<file path="src/rtl/door_alarm_pkg.sv">
// Shared definitions for the door alarm buzzer sequencer: state encoding,
// default timing constants and a small sizing helper.
package door_alarm_pkg;

  typedef enum logic [2:0] {
    StIdle       = 3'd0,
    StBeepOn     = 3'd1,
    StBeepOff    = 3'd2,
    StContinuous = 3'd3,
    StSnooze     = 3'd4
  } state_e;

  localparam int unsigned DefBeepOnCycles        = 4;
  localparam int unsigned DefBeepOffCycles       = 4;
  localparam int unsigned DefBeepsBeforeEscalate = 3;
  localparam int unsigned DefSnoozeCycles        = 20;

  function automatic int unsigned max3(input int unsigned a, input int unsigned b,
                                       input int unsigned c);
    int unsigned m;
    m = (a > b) ? a : b;
    return (m > c) ? m : c;
  endfunction

endpackage

</file>
<file path="src/rtl/door_alarm_sequencer_cycle_timer.sv">
// Loadable saturating down-counter; done is high once the loaded count has
// fully elapsed. One instance times every phase of the alarm pattern.
module cycle_timer #(
  parameter int unsigned WIDTH = 4
) (
  input  logic             clock,
  input  logic             reset,
  input  logic             load,
  input  logic [WIDTH-1:0] load_value,
  output logic             done
);

  logic [WIDTH-1:0] r_count;

  always_ff @(posedge clock) begin
    if (reset) begin
      r_count <= '0;
    end else if (load) begin
      r_count <= load_value;
    end else if (r_count != '0) begin
      r_count <= r_count - WIDTH'(1);
    end
  end

  assign done = (r_count == '0);

endmodule

</file>
<file path="src/rtl/door_alarm_sequencer.sv">
// Turns the door-open warning level into a beep pattern that escalates to a
// continuous tone, with a timed snooze on a user mute pulse.
module door_alarm_sequencer
  import door_alarm_pkg::*;
#(
  parameter int unsigned BEEP_ON_CYCLES        = DefBeepOnCycles,
  parameter int unsigned BEEP_OFF_CYCLES       = DefBeepOffCycles,
  parameter int unsigned BEEPS_BEFORE_ESCALATE = DefBeepsBeforeEscalate,
  parameter int unsigned SNOOZE_CYCLES         = DefSnoozeCycles
) (
  input  logic clock,
  input  logic reset,
  input  logic warn_door_open,
  input  logic mute,
  output logic buzzer,
  output logic escalated,
  output logic snoozed
);

  localparam int unsigned TimerMax = max3(BEEP_ON_CYCLES, BEEP_OFF_CYCLES, SNOOZE_CYCLES);
  localparam int unsigned TW       = $clog2(TimerMax + 1);
  localparam int unsigned BW       = $clog2(BEEPS_BEFORE_ESCALATE + 1);

  state_e        r_state;
  state_e        w_state_d;
  logic [BW-1:0] r_beep_cnt;
  logic [BW-1:0] w_beep_d;
  logic [BW-1:0] w_beep_next;
  logic          w_timer_done;
  logic          w_timer_load;
  logic [TW-1:0] w_load_value;
  logic          r_buzzer;
  logic          r_escalated;
  logic          r_snoozed;

  assign w_beep_next = (r_beep_cnt == BW'(BEEPS_BEFORE_ESCALATE)) ? r_beep_cnt
                                                                   : r_beep_cnt + BW'(1);

  always_comb begin
    w_state_d = r_state;
    w_beep_d  = r_beep_cnt;
    case (r_state)
      StIdle: begin
        if (warn_door_open) begin
          w_state_d = StBeepOn;
          w_beep_d  = '0;
        end
      end
      StBeepOn: begin
        if (!warn_door_open) begin
          w_state_d = StIdle;
        end else if (mute) begin
          w_state_d = StSnooze;
        end else if (w_timer_done) begin
          w_beep_d  = w_beep_next;
          w_state_d = (w_beep_next == BW'(BEEPS_BEFORE_ESCALATE)) ? StContinuous : StBeepOff;
        end
      end
      StBeepOff: begin
        if (!warn_door_open) begin
          w_state_d = StIdle;
        end else if (mute) begin
          w_state_d = StSnooze;
        end else if (w_timer_done) begin
          w_state_d = StBeepOn;
        end
      end
      StContinuous: begin
        if (!warn_door_open) begin
          w_state_d = StIdle;
        end else if (mute) begin
          w_state_d = StSnooze;
        end
      end
      StSnooze: begin
        if (!warn_door_open) begin
          w_state_d = StIdle;
        end else if (w_timer_done) begin
          w_state_d = StBeepOn;
          w_beep_d  = '0;
        end
      end
      default: begin
        w_state_d = StIdle;
        w_beep_d  = '0;
      end
    endcase
  end

  // Loading N-1 on entry makes done rise on the Nth cycle spent in the state.
  always_comb begin
    w_timer_load = (w_state_d != r_state);
    w_load_value = '0;
    case (w_state_d)
      StBeepOn:  w_load_value = TW'(BEEP_ON_CYCLES - 1);
      StBeepOff: w_load_value = TW'(BEEP_OFF_CYCLES - 1);
      StSnooze:  w_load_value = TW'(SNOOZE_CYCLES - 1);
      default:   w_load_value = '0;
    endcase
  end

  cycle_timer #(
    .WIDTH(TW)
  ) u_timer (
    .clock      (clock),
    .reset      (reset),
    .load       (w_timer_load),
    .load_value (w_load_value),
    .done       (w_timer_done)
  );

  always_ff @(posedge clock) begin
    if (reset) begin
      r_state     <= StIdle;
      r_beep_cnt  <= '0;
      r_buzzer    <= 1'b0;
      r_escalated <= 1'b0;
      r_snoozed   <= 1'b0;
    end else begin
      r_state     <= w_state_d;
      r_beep_cnt  <= w_beep_d;
      r_buzzer    <= (w_state_d == StBeepOn) || (w_state_d == StContinuous);
      r_escalated <= (w_state_d == StContinuous);
      r_snoozed   <= (w_state_d == StSnooze);
    end
  end

  assign buzzer    = r_buzzer;
  assign escalated = r_escalated;
  assign snoozed   = r_snoozed;

endmodule

</file>
<file path="config.mk">
export PLATFORM = sky130hd
export DESIGN_NAME = door_alarm_sequencer
export DESIGN_NICKNAME = d
export VERILOG_FILES = /design/src/rtl/door_alarm_pkg.sv /design/src/rtl/door_alarm_sequencer_cycle_timer.sv /design/src/rtl/door_alarm_sequencer.sv
export SDC_FILE = /design/constraint.sdc
export NUM_CORES = 1
export LEC_CHECK = 0
export CORE_MARGIN = 3
export CORE_UTILIZATION = 32
export DETAILED_ROUTE_END_ITERATION = 8
export PLACE_DENSITY_LB_ADDON = 0.2
export SLEW_MARGIN = 5
export SYNTH_ARGS = -nofsm -noshare
export SYNTH_HDL_FRONTEND = slang
export SYNTH_SLANG_ARGS = --single-unit
</file>
<file path="constraint.sdc">
create_clock -name clock -period 2.3 [get_ports clock]
set_input_delay 0.575 -clock clock [delete_from_list [all_inputs] [get_ports clock]]
set_output_delay 0.575 -clock clock [all_outputs]
set_load 0.02 [all_outputs]
</file>
---- Word-level counts from Yosys, hierarchy flattened ----
Index checks and enable logic that the tools add are counted.
cells by class
  add/sub/neg operators ................... 2
  equality and inequality tests ........... 17
  mux-type cells .......................... 23
  bitwise logic cells ..................... 1
  reductions and logical operators ........ 8
operators with widths
  cell                 count
  $mux 3               10
  $pmux 3 s5           1
  $mux 2               7
  $eq 3x2->1 const B   4
  $mux 5               2
  $pmux 5 s2           1
  $ne 2x2->1 const B   4
  $pmux 2 s4           1
  $reduce_and 7->1     1
  $eq 3x1->1 const B   2
  $eq 3x3->1 const B   2
  $logic_not 5->1      1
  $reduce_bool 5->1    1
  $sub 5x1->5 const B  1
  $eq 2x2->1 const B   2
  $ne 2x1->1 const B   2
  $reduce_or 2->1      2
  $logic_not 3->1      1
  $ne 3x3->1           1
  $add 2x1->2 const B  1
  $reduce_bool 2->1    1
  $logic_or 1x1->1     1
  $mux 1               1
  $not 1->1            1
storage, ports and cells
  flip-flop bits (word level) ............. 13

---- Logic depth before layout (Yosys ltp) ----
  depth in word-level cells ............... 12
  mapped depth ............................ 9
  gate-level depth less buffers ........... 8

---- Modules after synthesis ----
From an unflattened synthesis, not the netlist that was laid out.
second synthesis, totals
  cells, all modules ...................... 91
  area total of the unflattened synthesis .. 800.8 um^2
by module, submodules not included
  module                times used  cells an instance  area an instance (um^2)
  door_alarm_sequencer  1           59                 513.0
  cycle_timer           1           32                 287.8

---- Worst setup path before layout ----
OpenSTA, ideal clock, no wires.
  path type ............................... register to register
  start point ............................. register u_timer.r_count[0]
  end point ............................... register u_timer.r_count[4]
  arrival time ............................ 1.846 ns
  slack ................................... 0.333 ns
  cell stages (with the launch flop) ...... 9
  period minus slack after synthesis ...... 1.967 ns
  cells stage by stage .................... dfxtp_1 -> inv_1 -> ha_1 -> or4b_1 -> buf_2 -> o2111ai_2 -> and3_4 -> a21oi_4 -> mux2_4
between the ends
  word-level cells in the longest chain between the ends .. 9
  elaborated cells on any way between the ends .. 20
  those cells by class .................... add/sub: 1; eq/ne: 4; mux: 11; reduce/logical: 4
RTL lines
  what                                             line                                                                                source
  start: declaration                               door_alarm_sequencer_cycle_timer.sv:13                                              logic [WIDTH-1:0] r_count;
  start signal: assignment                         door_alarm_sequencer_cycle_timer.sv:19                                              r_count <= load_value;
  start signal: assignment                         door_alarm_sequencer_cycle_timer.sv:21                                              r_count <= r_count - WIDTH'(1);
  $logic_not 5->1                                  door_alarm_sequencer_cycle_timer.sv:25                                              assign done = (r_count == '0);
  $mux 3 (on tied branches)                        door_alarm_sequencer.sv:64, door_alarm_sequencer.sv:78, door_alarm_sequencer.sv:54
  $mux 3 (on tied branches)                        door_alarm_sequencer.sv:62, door_alarm_sequencer.sv:52
  $mux 3 (on tied branches)                        door_alarm_sequencer.sv:60, door_alarm_sequencer.sv:50
  $pmux 3 s5                                       door_alarm_sequencer.sv:42                                                          case (r_state)
  $eq 3x1->1 / $eq 3x2->1 (equally long branches)  door_alarm_sequencer.sv:94                                                          case (w_state_d)
  $reduce_or 2->1 (no line)                        --
  $pmux 5 s2                                       door_alarm_sequencer.sv:94
  $mux 5                                           door_alarm_sequencer_cycle_timer.sv:18                                              end else if (load) begin
Parallel ways exist; a longest one is shown, timed or not. The select of a mux whose other input is x is not followed.
A chain may end at the register's enable or synchronous reset.

---- Worst setup path in the final report ----
Ends and elaborated chain as after synthesis.

==> results.py <==
metrics = {
    "grt": {
        "grt_usage_pct": 10.5,
        "antenna_found_initial": 0,
        "grt_start_max_net_pins": 14,
        "grt-ovfl-total": 0,
        "grt_pass1_wl_um": 2680,
        "grt_pass1_vias": 620,
    },
    "sta": {
        "fin_crit_sh_pct": 93.7,
        "tightest_slew_ps": 467,
        "setup_violations": 0,
        "slew_headroom_pct": 68.7,
        "rsz0062_at_grt": "false",
        "fin_skew_ps": 0.502,
        "drv_slew": 0,
        "timing_hold_violations_final": 0,
        "setup-tns-final_ps": 0,
        "fmax_ghz": 0.464,
        "finalWorstPathRequiredPeriod_ps": 2160,
    },
    "layout": {
        "nets": 113,
        "mostFrequentLayoutCells": "dfxtp_1 (13), nor2_1 (12), nor2b_1 (8), clkdlybuf4s50_1 (6), buf_4 (6)",
        "areaGrowthSynthToFinish_pct": 17.8,
        "fillers": 223,
        "mostFrequentLayoutCell": "dfxtp_1",
        "num_antenna_cells": 0,
        "layout.cells.non_filler": 134,
        "drive_gt1_share_pct": 19.8,
    },
    "pwr": {
        "switching_power_uw": 399,
        "p_total_uw": 1010,
        "seq_power_share_pct": 32.1,
        "p_leak_uw": 0.000356,
        "peakVddDrop_mv": 0.668,
        "switching_share_pct": 39.6,
        "clockPowerShare_pct": 13.5,
        "intPower_uw": 609,
        "power_density_nw_per_um2": 1040,
        "comb_power_share_pct": 54.4,
    },
    "floorplanning": {
        "start_util_pct": 35.6,
        "die_x_um": 56.8,
        "num_rows": 17,
        "ioPinCount": 7,
        "die_h_um": 56.8,
        "die-area_um2": 3220,
        "core_area_um2": 2320,
    },
    "worst_setup_path": {
        "crit_cells": 7,
        "reg2regPathDepth": 7,
        "critical_path.startpoint": "u_timer.r_count[0]",
        "reg2reg_slack_ps": 140,
        "max_stage_delay_ps": 610,
        "slowest_stage": "or4b_1",
        "crit_type": "reg -> reg",
        "path_cells": "inv_1 -> ha_1 -> or4b_1 -> and4_4 -> a21oi_4 -> a21oi_4 -> mux2_4",
        "worstPathMaxFanout": 7,
        "path_delay_family": "simple AND/OR/NAND/NOR gates",
        "cp_num_buf_inv": 1,
        "required_ps": 2460,
        "crit_path_frequent_cell": "a21oi_4",
        "worstSetupEndpointType": "register",
        "critPathLaunchType": "register",
        "r2r-start": "u_timer.r_count[0]",
        "rr_endpoint": "u_timer.r_count[4]",
        "critPathArrivalTime_ps": 2320,
    },
    "synth": {
        "synth_flop_cell": "dfxtp_1",
        "synth-warning-count": 0,
        "postSynthCellCount": 95,
        "synth-seq-area-share_pct": 31.6,
        "ys_ff_latch": 13,
        "synth-edff-count": 0,
        "syn_avg_cell_area_um2": 8.68,
        "netlist_area_um2": 825,
        "syn-num-nets": 101,
        "synth-async-reset-ratio_pct": 0,
        "synthDistinctLibCells": 40,
    },
    "placement": {
        "port-buffer-count": 6,
        "placed_cells": 130,
        "gp_congestion": 0.862,
        "dp_hpwl_um": 1230,
    },
    "route": {
        "top_layer": "met4",
        "wl_met2_um": 712,
        "met1_length_um": 825,
        "wl_per_cell_um": 11.9,
        "vias_per_cell": 5.31,
        "first_pass_iters": 4,
        "ant_nets": 0,
        "drc_errors": 0,
        "via_count": 711,
        "routed-wl-met3_um": 43,
        "drt_iter0_drc": 9,
        "wl_um": 1600,
    },
    "min_path": {
        "hp-start": "r_beep_cnt[0]",
        "hold_class": "reg -> reg",
        "hold_end": "r_beep_cnt[0]",
        "whs_path_depth": 1,
    },
    "clocking": {
        "post_cts_resized": 0,
        "cts_sinks": 13,
        "ctsHoldBuffers": 0,
        "clkLatencyLatePin_ps": 270,
        "ctsRootBufferMaster": "clkbuf_4",
        "post-cts-setup-buffers": 0,
        "htreeDepth": 1,
        "cts.clk_slew.worst_paths_ps": 70,
        "cts_tree": "yes",
        "cts_buffer_depth": 2,
        "cts_buffers": 3,
    },
    "run": {
        "cap_viol_max_count": 0,
    },
    "run_status": {
        "outcome": "complete, no violations",
    },
}
cells by family (layout without fill, tap and decap cells):
family,Yosys count,in the layout,synth area share [%]
buf+inv,9,20,4.25
compound gates,23,23,23.1
flops,13,13,31.6
mux,2,2,3.03
fa+ha+maj,2,2,3.03
xor+xnor,3,3,3.19
simple gates,43,43,31.9
worst max-delay path by stage:
stage / to / slack (ps)
after floorplan: u_timer.r_count[4] / 330
after global placement: u_timer.r_count[0] / 50
after detailed placement: u_timer.r_count[0] / -5
after CTS: u_timer.r_count[4] / 140
after global routing: u_timer.r_count[4] / 60
final: u_timer.r_count[4] / 140
per-stage QoR:
| step | area [um^2] | worst slack [ps] | hold slack (ps) | utilization, % |
|---|---|---|---|---|
| 2_1_floorplan | 825 | 333 | 445 | - |
| 3_3_place_gp | 945 | 54.4 | 455 | 40.7 |
| 3_5_place_dp | 945 | -4.98 | 477 | 40.7 |
| 4_1_cts | 971 | 136 | 489 | 41.9 |
| 5_1_grt | 971 | 57.2 | 546 | 41.9 |
| 6_report | 971 | 144 | 487 | 41.9 |
cell usage after synthesis (2+ instances only):
library cell	number	share of area (%)
dfxtp_1	13	32
nor2_1	12	5.5
nor2b_1	8	6.1
a21oi_1	5	3.0
nand2_1	5	2.3
inv_1	4	1.8
clkbuf_1	3	1.4
nor3_1	3	1.8
o21ai_0	3	1.8
xnor2_1	3	3.2
a21oi_4	2	3.9
and2_1	2	1.5
ha_1	2	3.0
nand3b_1	2	1.8
o21bai_1	2	1.8
or3_1	2	1.5
flip-flops by register name (all words and copies together), names as in the netlist:
signal,cells
buzzer,1
escalated,1
r_beep_cnt,2
r_state,3
snoozed,1
u_timer.r_count,5
per-layer routing:
metal,vias up,GRT usage (%)
met4,0,4.30
met3,2,2.99
li1,362,-
met5,-,0
met1,334,13.3
met2,13,16.5
power by group through the flow:
stage	logic, uW	registers, uW	clock network (uW)
after global placement	549	328	0
after floorplan	443	317	0
after global routing	607	330	156
after CTS	554	323	144
after detailed placement	549	329	0
final	548	324	136
cell type report:
type                            count  area, um^2  area share (%)
Clock buffer                        4        26.3            2.71
Timing Repair Buffer               12         105            10.8
Sequential cell                    13         260            26.8
Multi-Input combinational cell     73         529            54.5
Inverter                            4        15.0            1.55
Tap cell                           28        35.0            3.61
worst reg2reg max path, cell delays in order (launching register included):
cell and delay (ps):
dfxtp_1 310, inv_1 100, ha_1 200, or4b_1 610, and4_4 280, a21oi_4 150
a21oi_4 90, mux2_4 300
Power figures use the tool's default switching activity.
